`src/rtl/uart_pkg.sv`:
```
// Shared UART types, constants and the baud divisor helper.
// Latency: none (declarations only).
// Backpressure: none (declarations only).
package uart_pkg;

    localparam int unsigned UART_DATA_BITS = 8;

    typedef enum logic [2:0] {
        RX_IDLE,
        RX_START,
        RX_DATA,
        RX_STOP,
        RX_BREAK
    } uart_rx_state_t;

    // Clocks per oversample tick, rounded to the nearest integer.
    function automatic int unsigned uart_div(input int unsigned clock_freq,
                                             input int unsigned baud,
                                             input int unsigned os);
        int unsigned den;
        den = baud * os;
        return (clock_freq + (den >> 1)) / den;
    endfunction

endpackage

```
`src/rtl/uart_rx_oversample_if.sv`:
```
// Receive-side UART signals: serial line in, byte/status out.
// Latency: none (wiring only).
// Backpressure: none; the receiver pulses valid once per byte and the sink must take it.
interface uart_rx_oversample_if;
    import uart_pkg::*;

    logic                      uart_rx_d_in;
    logic [UART_DATA_BITS-1:0] uart_received_data;
    logic                      uart_rx_valid;
    logic                      uart_frame_error;
    logic                      uart_rx_busy;

    // Receiver side: samples the line, produces bytes and status.
    modport master (
        input  uart_rx_d_in,
        output uart_received_data,
        output uart_rx_valid,
        output uart_frame_error,
        output uart_rx_busy
    );

    // Line driver / byte consumer side.
    modport slave (
        output uart_rx_d_in,
        input  uart_received_data,
        input  uart_rx_valid,
        input  uart_frame_error,
        input  uart_rx_busy
    );

endinterface

```
`src/rtl/uart_baud_tick.sv`:
```
// Free-running oversample tick generator: one-clk tick every DIV clocks.
// Latency: restart takes effect next clk; first tick DIV clks after restart.
// Backpressure: none; restart suppresses the current tick and realigns the phase.
module uart_baud_tick #(
    parameter int unsigned DIV = 10
) (
    input  logic clk,
    input  logic reset,
    input  logic restart,
    output logic tick
);

    localparam int unsigned CW = (DIV > 1) ? $clog2(DIV) : 1;
    localparam logic [CW-1:0] LAST = CW'(DIV - 1);

    logic [CW-1:0] cnt_q;
    logic [CW-1:0] cnt_d;

    // Next count: clear on restart or wrap, otherwise increment.
    always_comb begin
        cnt_d = cnt_q + CW'(1);
        if (restart || (cnt_q == LAST)) begin
            cnt_d = '0;
        end
    end

    assign tick = !restart && (cnt_q == LAST);

    // Divider counter register.
    always_ff @(posedge clk or posedge reset) begin
        if (reset) begin
            cnt_q <= '0;
        end else begin
            cnt_q <= cnt_d;
        end
    end

endmodule

```
`src/rtl/uart_rx_oversample.sv`:
```
// 8N1 UART receiver: oversampled line, 3-sample mid-bit majority vote, glitch reject, stop check.
// Latency: valid/frame_error pulse ~2 sync clks + 1 tick after mid-stop-bit.
// Backpressure: none; one-clk valid per good byte, data held until the next good byte.
module uart_rx_oversample
    import uart_pkg::*;
#(
    parameter logic [25:0] CLOCK_FREQ = 26'd50000000,
    parameter logic [23:0] BAUD_RATE  = 24'd9600,
    parameter int unsigned OVERSAMPLE = 16
) (
    input  logic                 clk,
    input  logic                 reset,
    uart_rx_oversample_if.master rx_if
);

    localparam int unsigned DIV = uart_div(32'(CLOCK_FREQ), 32'(BAUD_RATE), OVERSAMPLE);
    localparam int unsigned SW  = $clog2(OVERSAMPLE);
    localparam logic [SW-1:0] S_V0   = SW'(OVERSAMPLE / 2 - 1);
    localparam logic [SW-1:0] S_V1   = SW'(OVERSAMPLE / 2);
    localparam logic [SW-1:0] S_V2   = SW'(OVERSAMPLE / 2 + 1);
    localparam logic [SW-1:0] S_LAST = SW'(OVERSAMPLE - 1);
    localparam logic [2:0]    IDX_LAST = 3'(UART_DATA_BITS - 1);

    logic sync1_q, sync2_q, sync3_q;
    logic rx_s;
    logic fall;

    uart_rx_state_t            state_q, state_d;
    logic [SW-1:0]             s_q, s_d;
    logic [SW-1:0]             s_next;
    logic [2:0]                bit_idx_q, bit_idx_d;
    logic [UART_DATA_BITS-1:0] shift_q, shift_d;
    logic                      v0_q, v0_d;
    logic                      v1_q, v1_d;
    logic [UART_DATA_BITS-1:0] data_q, data_d;
    logic                      valid_q, valid_d;
    logic                      ferr_q, ferr_d;
    logic                      restart;
    logic                      tick;
    logic                      vote;
    logic                      at_vote;

    uart_baud_tick #(.DIV(DIV)) u_tick (
        .clk     (clk),
        .reset   (reset),
        .restart (restart),
        .tick    (tick)
    );

    assign rx_s    = sync2_q;
    assign fall    = sync3_q & ~sync2_q;
    assign vote    = (v0_q & v1_q) | (v0_q & rx_s) | (v1_q & rx_s);
    assign at_vote = tick && (s_q == S_V2);
    assign s_next  = (s_q == S_LAST) ? '0 : s_q + SW'(1);

    // Two-flop synchroniser plus a third flop for falling-edge detection; idles high.
    always_ff @(posedge clk or posedge reset) begin
        if (reset) begin
            sync1_q <= 1'b1;
            sync2_q <= 1'b1;
            sync3_q <= 1'b1;
        end else begin
            sync1_q <= rx_if.uart_rx_d_in;
            sync2_q <= sync1_q;
            sync3_q <= sync2_q;
        end
    end

    // Next-state, sampling and output-pulse logic.
    always_comb begin
        state_d   = state_q;
        s_d       = s_q;
        bit_idx_d = bit_idx_q;
        shift_d   = shift_q;
        v0_d      = v0_q;
        v1_d      = v1_q;
        data_d    = data_q;
        valid_d   = 1'b0;
        ferr_d    = 1'b0;
        restart   = 1'b0;

        // Within a frame, s tracks the tick position inside the current bit.
        if ((state_q == RX_START || state_q == RX_DATA || state_q == RX_STOP) && tick) begin
            s_d = s_next;
            if (s_q == S_V0) v0_d = rx_s;
            if (s_q == S_V1) v1_d = rx_s;
        end

        case (state_q)
            RX_IDLE: begin
                s_d = '0;
                if (fall) begin
                    restart   = 1'b1;
                    bit_idx_d = '0;
                    state_d   = RX_START;
                end
            end
            RX_START: begin
                if (at_vote) begin
                    if (vote) begin
                        state_d = RX_IDLE;
                    end else begin
                        bit_idx_d = '0;
                        state_d   = RX_DATA;
                    end
                end
            end
            RX_DATA: begin
                if (at_vote) begin
                    shift_d = {vote, shift_q[UART_DATA_BITS-1:1]};
                    if (bit_idx_q == IDX_LAST) begin
                        state_d = RX_STOP;
                    end else begin
                        bit_idx_d = bit_idx_q + 3'd1;
                    end
                end
            end
            RX_STOP: begin
                if (at_vote) begin
                    if (vote) begin
                        data_d  = shift_q;
                        valid_d = 1'b1;
                        state_d = RX_IDLE;
                    end else begin
                        ferr_d  = 1'b1;
                        s_d     = '0;
                        state_d = RX_BREAK;
                    end
                end
            end
            RX_BREAK: begin
                // Count consecutive high ticks; any low clock restarts the bit-time wait.
                if (!rx_s) begin
                    s_d = '0;
                end else if (tick) begin
                    if (s_q == S_LAST) begin
                        s_d     = '0;
                        state_d = RX_IDLE;
                    end else begin
                        s_d = s_q + SW'(1);
                    end
                end
            end
            default: begin
                state_d = RX_IDLE;
                s_d     = '0;
            end
        endcase
    end

    // FSM, datapath and output registers.
    always_ff @(posedge clk or posedge reset) begin
        if (reset) begin
            state_q   <= RX_IDLE;
            s_q       <= '0;
            bit_idx_q <= '0;
            shift_q   <= '0;
            v0_q      <= 1'b0;
            v1_q      <= 1'b0;
            data_q    <= '0;
            valid_q   <= 1'b0;
            ferr_q    <= 1'b0;
        end else begin
            state_q   <= state_d;
            s_q       <= s_d;
            bit_idx_q <= bit_idx_d;
            shift_q   <= shift_d;
            v0_q      <= v0_d;
            v1_q      <= v1_d;
            data_q    <= data_d;
            valid_q   <= valid_d;
            ferr_q    <= ferr_d;
        end
    end

    assign rx_if.uart_received_data = data_q;
    assign rx_if.uart_rx_valid      = valid_q;
    assign rx_if.uart_frame_error   = ferr_q;
    assign rx_if.uart_rx_busy       = (state_q != RX_IDLE);

endmodule

```
`src/flat_wrapper.sv`:
```
// flat-port wrapper written by rule: the top's interface ports become plain ports
module uart_rx_oversample_flat import uart_pkg::*;
#(
    parameter logic [25:0] CLOCK_FREQ = 26'd50000000,
    parameter logic [23:0] BAUD_RATE  = 24'd9600,
    parameter int unsigned OVERSAMPLE = 16
)
  (clk, reset, rx_if_uart_rx_d_in, rx_if_uart_received_data, rx_if_uart_rx_valid, rx_if_uart_frame_error, rx_if_uart_rx_busy);
  uart_rx_oversample_if rx_if_i ();
  input  logic clk;
  input  logic reset;
  input wire logic [$bits(rx_if_i.uart_rx_d_in)-1:0] rx_if_uart_rx_d_in;
  output wire logic [$bits(rx_if_i.uart_received_data)-1:0] rx_if_uart_received_data;
  output wire logic [$bits(rx_if_i.uart_rx_valid)-1:0] rx_if_uart_rx_valid;
  output wire logic [$bits(rx_if_i.uart_frame_error)-1:0] rx_if_uart_frame_error;
  output wire logic [$bits(rx_if_i.uart_rx_busy)-1:0] rx_if_uart_rx_busy;
  assign rx_if_i.uart_rx_d_in = rx_if_uart_rx_d_in;
  assign rx_if_uart_received_data = rx_if_i.uart_received_data;
  assign rx_if_uart_rx_valid = rx_if_i.uart_rx_valid;
  assign rx_if_uart_frame_error = rx_if_i.uart_frame_error;
  assign rx_if_uart_rx_busy = rx_if_i.uart_rx_busy;
  uart_rx_oversample #(.CLOCK_FREQ(CLOCK_FREQ), .BAUD_RATE(BAUD_RATE), .OVERSAMPLE(OVERSAMPLE)) u_core (.clk(clk), .reset(reset), .rx_if(rx_if_i));
endmodule
```
`config.mk`:
```
export PLATFORM = sky130hd
export DESIGN_NAME = uart_rx_oversample_flat
export DESIGN_NICKNAME = d
export VERILOG_FILES = /design/src/rtl/uart_pkg.sv /design/src/rtl/uart_rx_oversample_if.sv /design/src/rtl/uart_baud_tick.sv /design/src/rtl/uart_rx_oversample.sv /design/src/flat_wrapper.sv
export SDC_FILE = /design/constraint.sdc
export NUM_CORES = 1
export LEC_CHECK = 0
export ABC_AREA = 1
export ABC_CLOCK_PERIOD_IN_PS = 3800
export BUFFER_PORTS_ARGS = -buffer_cell sky130_fd_sc_hd__clkbuf_2
export CAP_MARGIN = 20
export CORE_AREA = 2 2 70 72
export DETAILED_ROUTE_END_ITERATION = 7
export DIE_AREA = 0 0 72 74
export MAX_ROUTING_LAYER = met4
export PLACE_DENSITY = 0.67
export REMOVE_ABC_BUFFERS = 1
export SKIP_CTS_REPAIR_TIMING = 1
export SYNTH_ARGS = -nofsm -noshare
export SYNTH_HDL_FRONTEND = slang
export SYNTH_SLANG_ARGS = --single-unit
```
`constraint.sdc`:
```
create_clock -name clk -period 3.8 [get_ports clk]
set_clock_uncertainty 0.1 [all_clocks]
set_input_delay 0.76 -clock clk [delete_from_list [all_inputs] [get_ports clk]]
set_output_delay 0.76 -clock clk [all_outputs]
set_load 0.05 [all_outputs]
```
# == After elaboration in Yosys (flattened, before gate mapping) ==
# Cells that the tools add are included.
# word_totals
out_inout_bits,11
register_bits,42
# op_classes
eq_ne,20
muxes,33
bitwise,7
add_sub_neg,3
reduce_logical,17
# op_table
op,n
$mux W3,14
$mux W4,6
$pmux W3 S5,1
$ne A2 B1 Y1 const B,7
$eq A4 B4 Y1 const B,3
$pmux W4 S3,1
$add A9 B1 Y9 const B,1
$eq A9 B9 Y1 const B,1
$mux W9,1
$pmux W3 S3,1
$mux W1,8
$reduce_and A8 Y1,1
$eq A3 B2 Y1 const B,2
$eq A3 B3 Y1 const B,2
$ne A2 B2 Y1 const B,3
$reduce_and A2 Y1,3
$reduce_and A6 Y1,1
$reduce_bool A3 Y1,2
$add A4 B1 Y4 const B,1
$and A1 B1 Y1,4
$eq A4 B3 Y1 const B,1
$add A3 B1 Y3 const B,1
$eq A3 B1 Y1 const B,1
$logic_and A1 B1 Y1,3
8 further kinds,11

# == Longest topological paths before layout ==
# Gate-level depths: netlist (run 1).
# depth
ltp_word,11
mapped_depth,12

# == By module ==
# Synthesis (run 1) repeated with hierarchy kept, for this count alone.
# unflattened
hier_cells,290
area_unflattened_um2,2313.5
# by_module_without_submodules
module,area_per_inst_um2,instances,cells_each
uart_rx_oversample,1815.5,1,221
uart_baud_tick,498.0,1,69

# == Least setup slack after synthesis (run 1) ==
# Ideal clock, no wire load.
# synth_path
path_kind,register to output
start,reg u_core.state_q[0]
end,out rx_if_uart_rx_busy
required_time_ns,2.940
path_slack_ns,2.081
stages_incl_launch_ff,3
arrival_time_ns,0.859
path_cell_list,dfrtp_1 -> nor2_4 -> nand2_1
# synth_via
elab_chain_cells,1
# synth_lines
element,line_no,rtl
start: declaration,uart_rx_oversample.sv:28,"uart_rx_state_t state_q, state_d;"
start signal: assignment,uart_rx_oversample.sv:164,state_q <= state_d;
$reduce_bool A3 Y1,uart_rx_oversample.sv:179,assign rx_if.uart_rx_busy = (state_q != RX_IDLE);
end: declaration,flat_wrapper.sv:16,output wire logic [$bits(rx_if_i.uart_rx_busy)-1:0] rx_if_uart_rx_busy;
# No other way between the ends.

# == Final worst setup path (run 1) ==
# Ends and elaborated chain as after synthesis.

==> results of run 1 <==
[path summary, 6_finish.rpt]
kind | end | slack (ps) | cells after the start
setup / recovery | rx_if_uart_rx_busy | 1730 | 3
max in group asynchronous | u_core.sync3_q$_DFF_PP1_ | 2840 | 3
setup reg to reg | u_core.rx_if.uart_received_data[2]$_DFFE_PP0P_ | 1990 | 11
hold reg to reg | u_core.rx_s$_DFF_PP1_ | 260 | 0
min in group clk | u_core.rx_s$_DFF_PP1_ | 260 | 0
hold / removal | u_core.rx_if.uart_received_data[6]$_DFFE_PP0P_ | 260 | 2
[layout make-up]
type	instances	area, sq um
fillers	432	2170
flip-flops and latches	42	1050
multi-input cells	173	943
inverters	44	168
repair buffers	15	100
clock buffers	5	68.8
well taps	54	67.6
clock inverters	3	25.0
[stage by stage]
stage | cell area (sq um) | instances | util [%] | power (mW) | hold WS (ps)
after global routing | 2430 | 336 | 52.8 | 1.21 | 267
final | 2430 | 336 | 52.8 | 1.12 | 258
after floorplan | 2170 | 259 | - | 0.778 | 245
after global placement | 2310 | 327 | 50.1 | 0.836 | 247
after detailed placement | 2310 | 327 | 50.1 | 0.840 | 248
after CTS | 2400 | 335 | 52.2 | 1.13 | 260
[registers in the layout (all words and copies together), names as in the netlist, 3 cells and up]
register                         count
u_core.s_q                           4
u_core.shift_q                       8
u_core.rx_if.uart_received_data      8
u_core.state_q                       3
u_core.bit_idx_q                     3
u_core.u_tick.cnt_q                  9
[cell families (layout without fill, tap and decap cells)]
| kind of cell | count (synthesis) | after routing | share of synthesized area, % |
|---|---|---|---|
| compound gates | 37 | 37 | 10.2 |
| fa+ha+maj | 7 | 7 | 4.00 |
| buf+inv | 46 | 67 | 8.69 |
| flops | 42 | 42 | 48.2 |
| simple gates | 129 | 129 | 28.9 |
[worst reg2reg max path: cells and delay by family (launching register included)]
kind | cells | cell delay, ps
AND/OR/NAND/NOR | 6 | 800
flip-flops | 1 | 400
buffers and inverters | 3 | 210
adder cells (fa/ha/maj) | 1 | 130
AO/OA/AOI/OAI | 1 | 60
[power breakdown]
group,internal (mW),switching [mW]
Clock,0.132,0.159
Combinational,0.0913,0.201
Sequential,0.492,0.0487
Total,0.716,0.409
[placed cells by master (no fill, tap or decap), drive strengths merged, types with 2 or more instances in the layout]
master   n
nand2   78
inv     44
dfrtp   39
o21ai   27
nor2    23
clkbuf  18
nand3   14
ha       7
nor3     6
a21oi    5
nand4    5
o211ai   4
dfstp    3
clkinv   2
buf      2
[metal layers]
metal | wire [microns] | vias up | track usage [%]
li1 | - | 868 | -
met1 | 1860 | 752 | 25.4
met2 | 1720 | 27 | 24.1
met3 | 144 | 7 | 4.07
met4 | 65 | 0 | 6.29
met5 | 0 | - | -
==> impl_metrics.ini, run 1 <==
[critical_path]
critPathSlowestCell = dfrtp_1
critical_path.cell_chain = nor2_4 -> nand2_1 -> clkbuf_2
cp.arrival_ps = 1210
crit_path_end_kind = output pin
required_ps = 2940
crit_path_max_fanout = 6
cp-startpoint = u_core.state_q[0]$_DFFE_PP0P_
path_delay_family = flip-flops
path_buf_inv = 1
critical_path_class = register to output pin
startpoint_type = register
reg2reg_from = u_core.u_tick.cnt_q[1]$_DFF_PP0_
critical-path-max-stage-delay_ps = 460

[timing]
post-route-period-util_pct = 54.5
timing.final.hold_violations = 0
worst_slack_ps = 1730
tns_ps = 0
slew_violations = 0
rsz0062_at_grt = false
max_freq_mhz = 483
tightest_slew_ps = 673
period_minus_slack_ps = 2070
setup_violations = 0
max-slew-margin-rel_pct = 54.9

[power_and_ir_drop]
powerDensity_mw_per_mm2 = 463
ir_worst_vdd_mv = 0.254
p_leak_nw = 1.32

[floorplan]
rows = 25
placeableCoreArea_sq_mm = 0.00460
start_util_pct = 47.6
dieHeight_microns = 74
ios = 14
die_w_microns = 72
die_area_sq_mm = 0.00533

[synth]
synth-warning-count = 0
synth_area_per_cell_sq_um = 8.38
async_reset_ff_share_pct = 100
syn-cell-area_sq_mm = 0.00219
ys_seq_elements = 42
seq_area_frac_synth_pct = 48.2
synth_area_leaders = dfrtp_1 45%, nand2_1 13%, inv_1 6.9%, o21ai_0 4.1%, ha_1 4.0%
synth_commonest_cells = 73 x nand2_1, 40 x inv_1, 39 x dfrtp_1
synth_edf_count = 0
synth_top_area_share_pct = 44.6
synth_most_common_cell = nand2_1
ys.flop_type = dfrtp_1
synth.distinct_cells = 30
synthCells = 261
synth_area_leader_cell = dfrtp_1

[placement]
io_buffers = 13
dpl.hpwl_mm = 2.82
gp_routability_congestion = 0.878
place_ws_ps = 1820

[detailed_routing]
drc_errors = 0
first_iter_violations = 61
wl_mm = 3.78
ant_nets = 0
drtPass1Iterations = 4
num_vias = 1654
routed_via_density = 4.92
post_drt_wl_per_cell_microns = 11.3

[outcome]
status = completed

[clock_tree]
clock_latency_ps = 300
htree_levels = 2
clockBufferDepth = 2
cts_tree = built
clkSlewWorstSetupHoldPaths_ps = 90
root_buffer = clkbuf_8
numCtsBuffers = 5
cts_sinks = 42

[grt]
grt_start_max_net_pins = 31
grt-ovfl-total = 0
grt_pass1_vias = 1539
grt_usage_pct = 17.5
grt_pass1_wl_mm = 7.00
antenna_found_initial = 0

[cells_and_area]
nNetsFinal = 291
syn_to_final_growth_pct = 10.9
num_antenna_cells = 0
drive_gt1_share_pct = 17.4

[job]
drv_cap = 0

[hold_path]
hp-class = input port to asynchronous set/reset pin
Power figures use the tool's default switching activity.
==> run 2, diff against run 1 <==
- ABC_CLOCK_PERIOD_IN_PS: 3800 -> 1700
- PLACE_DENSITY: 0.67 -> 0.69
- clock period: 3.8 -> 1.7 ns (I/O delays scaled with it)
==> run 2 against run 1 <==
Effect of this change: count of clock-buffer cells in the layout is the same; utilization grew 6.7 points; final cell count grew 5.4%; worst hold slack lost 4.2 ps; the run now ends with negative setup slack left; clock power grew 130%; largest cell class unchanged; sequential power grew 120%; via count grew 6.4%; cell area grew 13%; wire length grew 19%; power grew 140%.
==> impl_metrics.ini, run 2 (same netlist as run 1, synthesis figures left out) <==
[outcome]
status = complete, but fails checks
violations = negative setup slack

[critical_path]
path_buf_inv = 3
cp.arrival_ps = 1820
critical-path-max-stage-delay_ps = 410
r2r.worst_path.cells = 10
path_common_cell = nor2_8
startpoint_type = register
crit_path_max_fanout = 7
path_delay_family = simple AND/OR/NAND/NOR gates
cp.depth = 10
critPathSlowestCell = dfrtp_1
critical_path_class = register to register
required_ps = 1790
critical_path.cell_chain = inv_1 -> ha_2 -> nand2_2 -> inv_2 -> nand2_4 -> nor2_8 -> nand3_4 -> nor2_8 -> clkbuf_16 -> o21ai_1
crit_path_end_kind = register

[hold_path]
hp-class = register to register
holdPathStages = 0

[power_and_ir_drop]
total_power_mw = 2.67
p_leak_nw = 1.46
powerDensity_mw_per_mm2 = 975
comb_power_share_pct = 29.4
power_switching_mw = 1.00
clkPwrFrac_pct = 25.1
cellInternalPower_mw = 1.67
pwr-share-seq_pct = 45.5
p_sw_share_pct = 37.5
ir_worst_vdd_mv = 0.589

[placement]
gp_routability_congestion = 0.814
dpl.hpwl_mm = 2.87
dp_cells = 335
io_buffers = 13

[timing]
setup_violations = 9
slew_violations = 0
timing.final.hold_violations = 0
rsz0062_at_grt = true
tightest_slew_ps = 468
post-route-period-util_pct = 102
tns_ps = -109
max-slew-margin-rel_pct = 68.5
worst_slack_ps = -28.9
period_minus_slack_ps = 1730
max_freq_mhz = 578

[cells_and_area]
top_register = u_core.u_tick.cnt_q
postLayoutCoreUtil_pct = 59.5
fillCellCount = 388
num_antenna_cells = 0
mostFrequentLayoutCells = 61 x nand2_1, 39 x inv_1, 38 x dfrtp_1
nNetsFinal = 309
drive_gt1_share_pct = 29.3
final_common_cell = nand2_1
largest_register_ffs = 9
final_cells = 354
syn_to_final_growth_pct = 25.1

[detailed_routing]
drc_errors = 0
num_vias = 1760
drtPass1Iterations = 4
first_iter_violations = 71
ant_nets = 0
routed_via_density = 4.97
post_drt_wl_per_cell_microns = 12.7
wl_mm = 4.50

[floorplan]
placeableCoreArea_sq_mm = 0.00460
dieHeight_microns = 74
start_util_pct = 47.6
ios = 14
die_area_sq_mm = 0.00533
die_w_microns = 72
rows = 25

[clock_tree]
cts_tree = built
root_buffer = clkbuf_8
clock_latency_ps = 300
htree_levels = 2
clkSlewWorstSetupHoldPaths_ps = 90
cts_sinks = 42
clockBufferDepth = 2
numCtsBuffers = 5

[grt]
antenna_found_initial = 0
grt_start_max_net_pins = 43
grt-ovfl-total = 0
grt_pass1_vias = 1595
grt_pass1_wl_mm = 7.00
grt_usage_pct = 17.4

[job]
drv_cap = 0
-- run 2: changes by cell type in the layout (fill, tap and decap cells not counted), sizes merged --
cell,change
clkinvlp,+1
clkbuf,+2
dlygate4sd3,+2
buf,+14
clkinv,-1
-- run 2: final timing paths --
| path | start | to | slack, ps |
|---|---|---|---|
| max in group asynchronous | reset | u_core.sync3_q$_DFF_PP1_ | 700 |
| max reg2reg | u_core.u_tick.cnt_q[1]$_DFF_PP0_ | u_core.shift_q[2]$_DFFE_PP0P_ | -30 |
| min | u_core.sync1_q$_DFF_PP1_ | u_core.rx_s$_DFF_PP1_ | 250 |
| min in group asynchronous | reset | u_core.shift_q[2]$_DFFE_PP0P_ | 520 |
| min reg2reg | u_core.sync1_q$_DFF_PP1_ | u_core.rx_s$_DFF_PP1_ | 250 |
| max | u_core.u_tick.cnt_q[1]$_DFF_PP0_ | u_core.shift_q[2]$_DFFE_PP0P_ | -30 |
-- run 2: area by class of cell --
cell class / count / area, sq um / share of cell area, %
flip-flops and latches: 42 / 1060 / 38.6
multi-input cells: 173 / 1050 / 38.3
repair buffers: 33 / 299 / 10.9
inverters: 44 / 175 / 6.40
clock buffers: 5 / 68.8 / 2.51
well taps: 54 / 67.6 / 2.47
clock inverters: 3 / 23.8 / 0.868
-- run 2: power by group through the flow --
stage	Sequential [mW]	Combinational, mW	Clock (mW)
floorplan	1.20	0.538	0
global placement	1.22	0.661	0
detailed placement	1.23	0.675	0
CTS	1.21	0.678	0.687
global route	1.23	0.890	0.728
finish	1.21	0.786	0.669
-- run 2: layer usage --
layer / GRT usage [%] / up-vias / part of all wire [%]
li1: - / 903 / -
met1: 23.2 / 825 / 48
met2: 26.4 / 27 / 48
met3: 4.07 / 5 / 3.2
met4: 5.66 / 0 / 1.3
met5: - / - / 0
-- run 2: through the flow --
| stage | setup slack (ps) | hold slack [ps] | instance area, sq um |
|---|---|---|---|
| global route | -140 | 256 | 2740 |
| global placement | -21.3 | 246 | 2390 |
| finish | -28.9 | 254 | 2740 |
| floorplan | 57.2 | 244 | 2170 |
| CTS | -92.5 | -33.8 | 2480 |
| detailed placement | -77.2 | 248 | 2390 |
-- run 2: worst reg2reg max path: stages, from the launching register on --
cell	delay, ps
dfrtp_1	410
inv_1	70
ha_2	160
nand2_2	50
inv_2	60
nand2_4	60
nor2_8	140
nand3_4	140
nor2_8	190
clkbuf_16	170
o21ai_1	70
==> run 3, diff against run 2 <==
- PLACE_DENSITY: 0.69 -> 0.7
- SKIP_CTS_REPAIR_TIMING: 1 -> unset
==> run 3 against run 2 <==
Effect of this change: the run still ends with negative setup slack left; die area unchanged; utilization down 2.0 points; non-clock buffer count down 3; combinational power down 0.8%; critical path depth up 1; wire length down 8.7%; sequential share of layout area up 1.3 points; via count down 1.3%; first-iteration DRC count up 45%; sequential power about the same; register-to-register slack about the same; cell area down 3.3%; critical path type unchanged; largest cell class unchanged.
==> impl_metrics.ini, run 3 (same netlist as run 1, synthesis figures left out) <==
[detailed_routing]
wl_mm = 4.11
routed_via_density = 4.95
post_drt_wl_per_cell_microns = 11.7
first_iter_violations = 103
drtPass1Iterations = 4
num_vias = 1738
drc_errors = 0
ant_nets = 0

[critical_path]
crit_path_end_kind = register
crit_path_max_fanout = 7
reg2reg_slack_ps = -20
cp.arrival_ps = 1830
critical_path_class = register to register
startpoint_type = register
required_ps = 1810

[power_and_ir_drop]
p_sw_share_pct = 37.3
p_leak_nw = 1.41
comb_power_share_pct = 29.6
clkPwrFrac_pct = 24.7
ir_worst_vdd_mv = 0.726
cellInternalPower_mw = 1.65
pwr-share-seq_pct = 45.8
power_switching_mw = 0.985
powerDensity_mw_per_mm2 = 996

[clock_tree]
htree_levels = 2
clkSlewWorstSetupHoldPaths_ps = 90
cts_sinks = 42
root_buffer = clkbuf_8
cts_tree = built
clock_latency_ps = 290
clockBufferDepth = 2
numCtsBuffers = 5

[floorplan]
start_util_pct = 47.6
dieHeight_microns = 74
ios = 14
die_w_microns = 72
rows = 25
die_area_sq_mm = 0.00533
placeableCoreArea_sq_mm = 0.00460

[timing]
setup_violations = 4
max-slew-margin-rel_pct = 65.7
max_freq_mhz = 580
timing.final.hold_violations = 0
post-route-period-util_pct = 101
hold_ws_ps = 27.1
slew_violations = 0
tightest_slew_ps = 510
worst_slack_ps = -24.6
period_minus_slack_ps = 1720
rsz0062_at_grt = true

[grt]
grt_start_max_net_pins = 43
met1_usage_pct = 22.5
grt_usage_pct = 16.7
grt_use_met2_pct = 25.4
grt_pass1_wl_mm = 6.80
grt.met3_usage_pct = 3.93
antenna_found_initial = 0
grt_pass1_vias = 1578
grt-ovfl-total = 0
grt-busiest-layer = met2

[cells_and_area]
final_common_cell = nand2_1
top_register = u_core.u_tick.cnt_q
drive_gt1_share_pct = 27.3
postLayoutCoreUtil_pct = 57.6
mostFrequentLayoutCells = 68 x nand2_1, 39 x inv_1, 38 x dfrtp_1
num_antenna_cells = 0
nNetsFinal = 306
largest_register_ffs = 9
syn_to_final_growth_pct = 21.0

[placement]
io_buffers = 13
gp_routability_congestion = 0.792
place_ws_ps = -55.5
dpl.hpwl_mm = 2.91

[hold_path]
hp-class = input port to register

[outcome]
violations = negative setup slack
status = complete, but fails checks

[job]
drv_cap = 0
==> run 3: cell types whose count changed in the layout (fill, tap and decap cells not counted), sizes merged <==
cell         previous run  this run
dlygate4sd3             2         1
clkbuf                 20        18
==> run 3: metrics by stage <==
| step | power [mW] | instances | area, sq um | setup TNS, ps |
|---|---|---|---|---|
| finish | 2.64 | 351 | 2650 | -43.5 |
| global route | 2.83 | 351 | 2650 | -1740 |
| CTS | 2.57 | 346 | 2530 | 0 |
| detailed placement | 1.91 | 336 | 2400 | -294 |
| floorplan | 1.74 | 259 | 2170 | 0 |
| global placement | 1.90 | 336 | 2400 | 0 |
==> run 3: per-layer routing <==
metal	vias to the layer above	wire, microns
li1	894	-
met1	816	1940
met2	22	1980
met3	6	133
met4	0	53
met5	-	0
==> run 3: path summary, 6_finish.rpt <==
path                                                       start                                              to  depth (start not counted)
max in group asynchronous                                  reset                        u_core.sync3_q$_DFF_PP1_                          4
worst max-delay path            u_core.u_tick.cnt_q[1]$_DFF_PP0_                   u_core.shift_q[1]$_DFFE_PP0P_                         11
worst min register to register          u_core.sync1_q$_DFF_PP1_                           u_core.rx_s$_DFF_PP1_                          0
worst max register to register  u_core.u_tick.cnt_q[1]$_DFF_PP0_                   u_core.shift_q[1]$_DFFE_PP0P_                         11
min in group asynchronous                                  reset  u_core.rx_if.uart_received_data[5]$_DFFE_PP0P_                          4
worst min-delay path                          rx_if_uart_rx_d_in                        u_core.sync1_q$_DFF_PP1_                          1
==> run 3: repair_timing <==
action,CTS,global route
hold endpoints to repair,39,0
pin swaps,0,6
hold buffers,1,0
setup endpoints to repair,9,28
cloned,0,1
gates resized for setup,2,23
setup buffers,1,4
==> run 3: worst max-delay path, cell delays in order, from the launching register on <==
cell       delay, ps
dfrtp_1          400
inv_1             60
ha_1             130
nand2_1           60
clkinv_1          70
nand2_4           60
nor2_8           140
nand3_4          140
nor2_8           200
clkbuf_16        170
nand2_1           40
o21ai_0           80
==> run 3: layout make-up <==
class	instances	area (sq um)
Fill cell	405	1950
Multi-Input combinational cell	173	1010
Tap cell	54	67.6
Inverter	44	170
Clock buffer	5	68.8
Timing Repair Buffer	30	254
Clock inverter	3	23.8
Sequential cell	42	1060
==> run 3: power by group through the flow <==
| stage | Sequential, mW | Combinational, mW | Clock (mW) |
|---|---|---|---|
| detailed placement | 1.22 | 0.692 | 0 |
| global route | 1.22 | 0.891 | 0.714 |
| floorplan | 1.20 | 0.538 | 0 |
| global placement | 1.22 | 0.686 | 0 |
| finish | 1.21 | 0.780 | 0.650 |
| CTS | 1.20 | 0.703 | 0.665 |
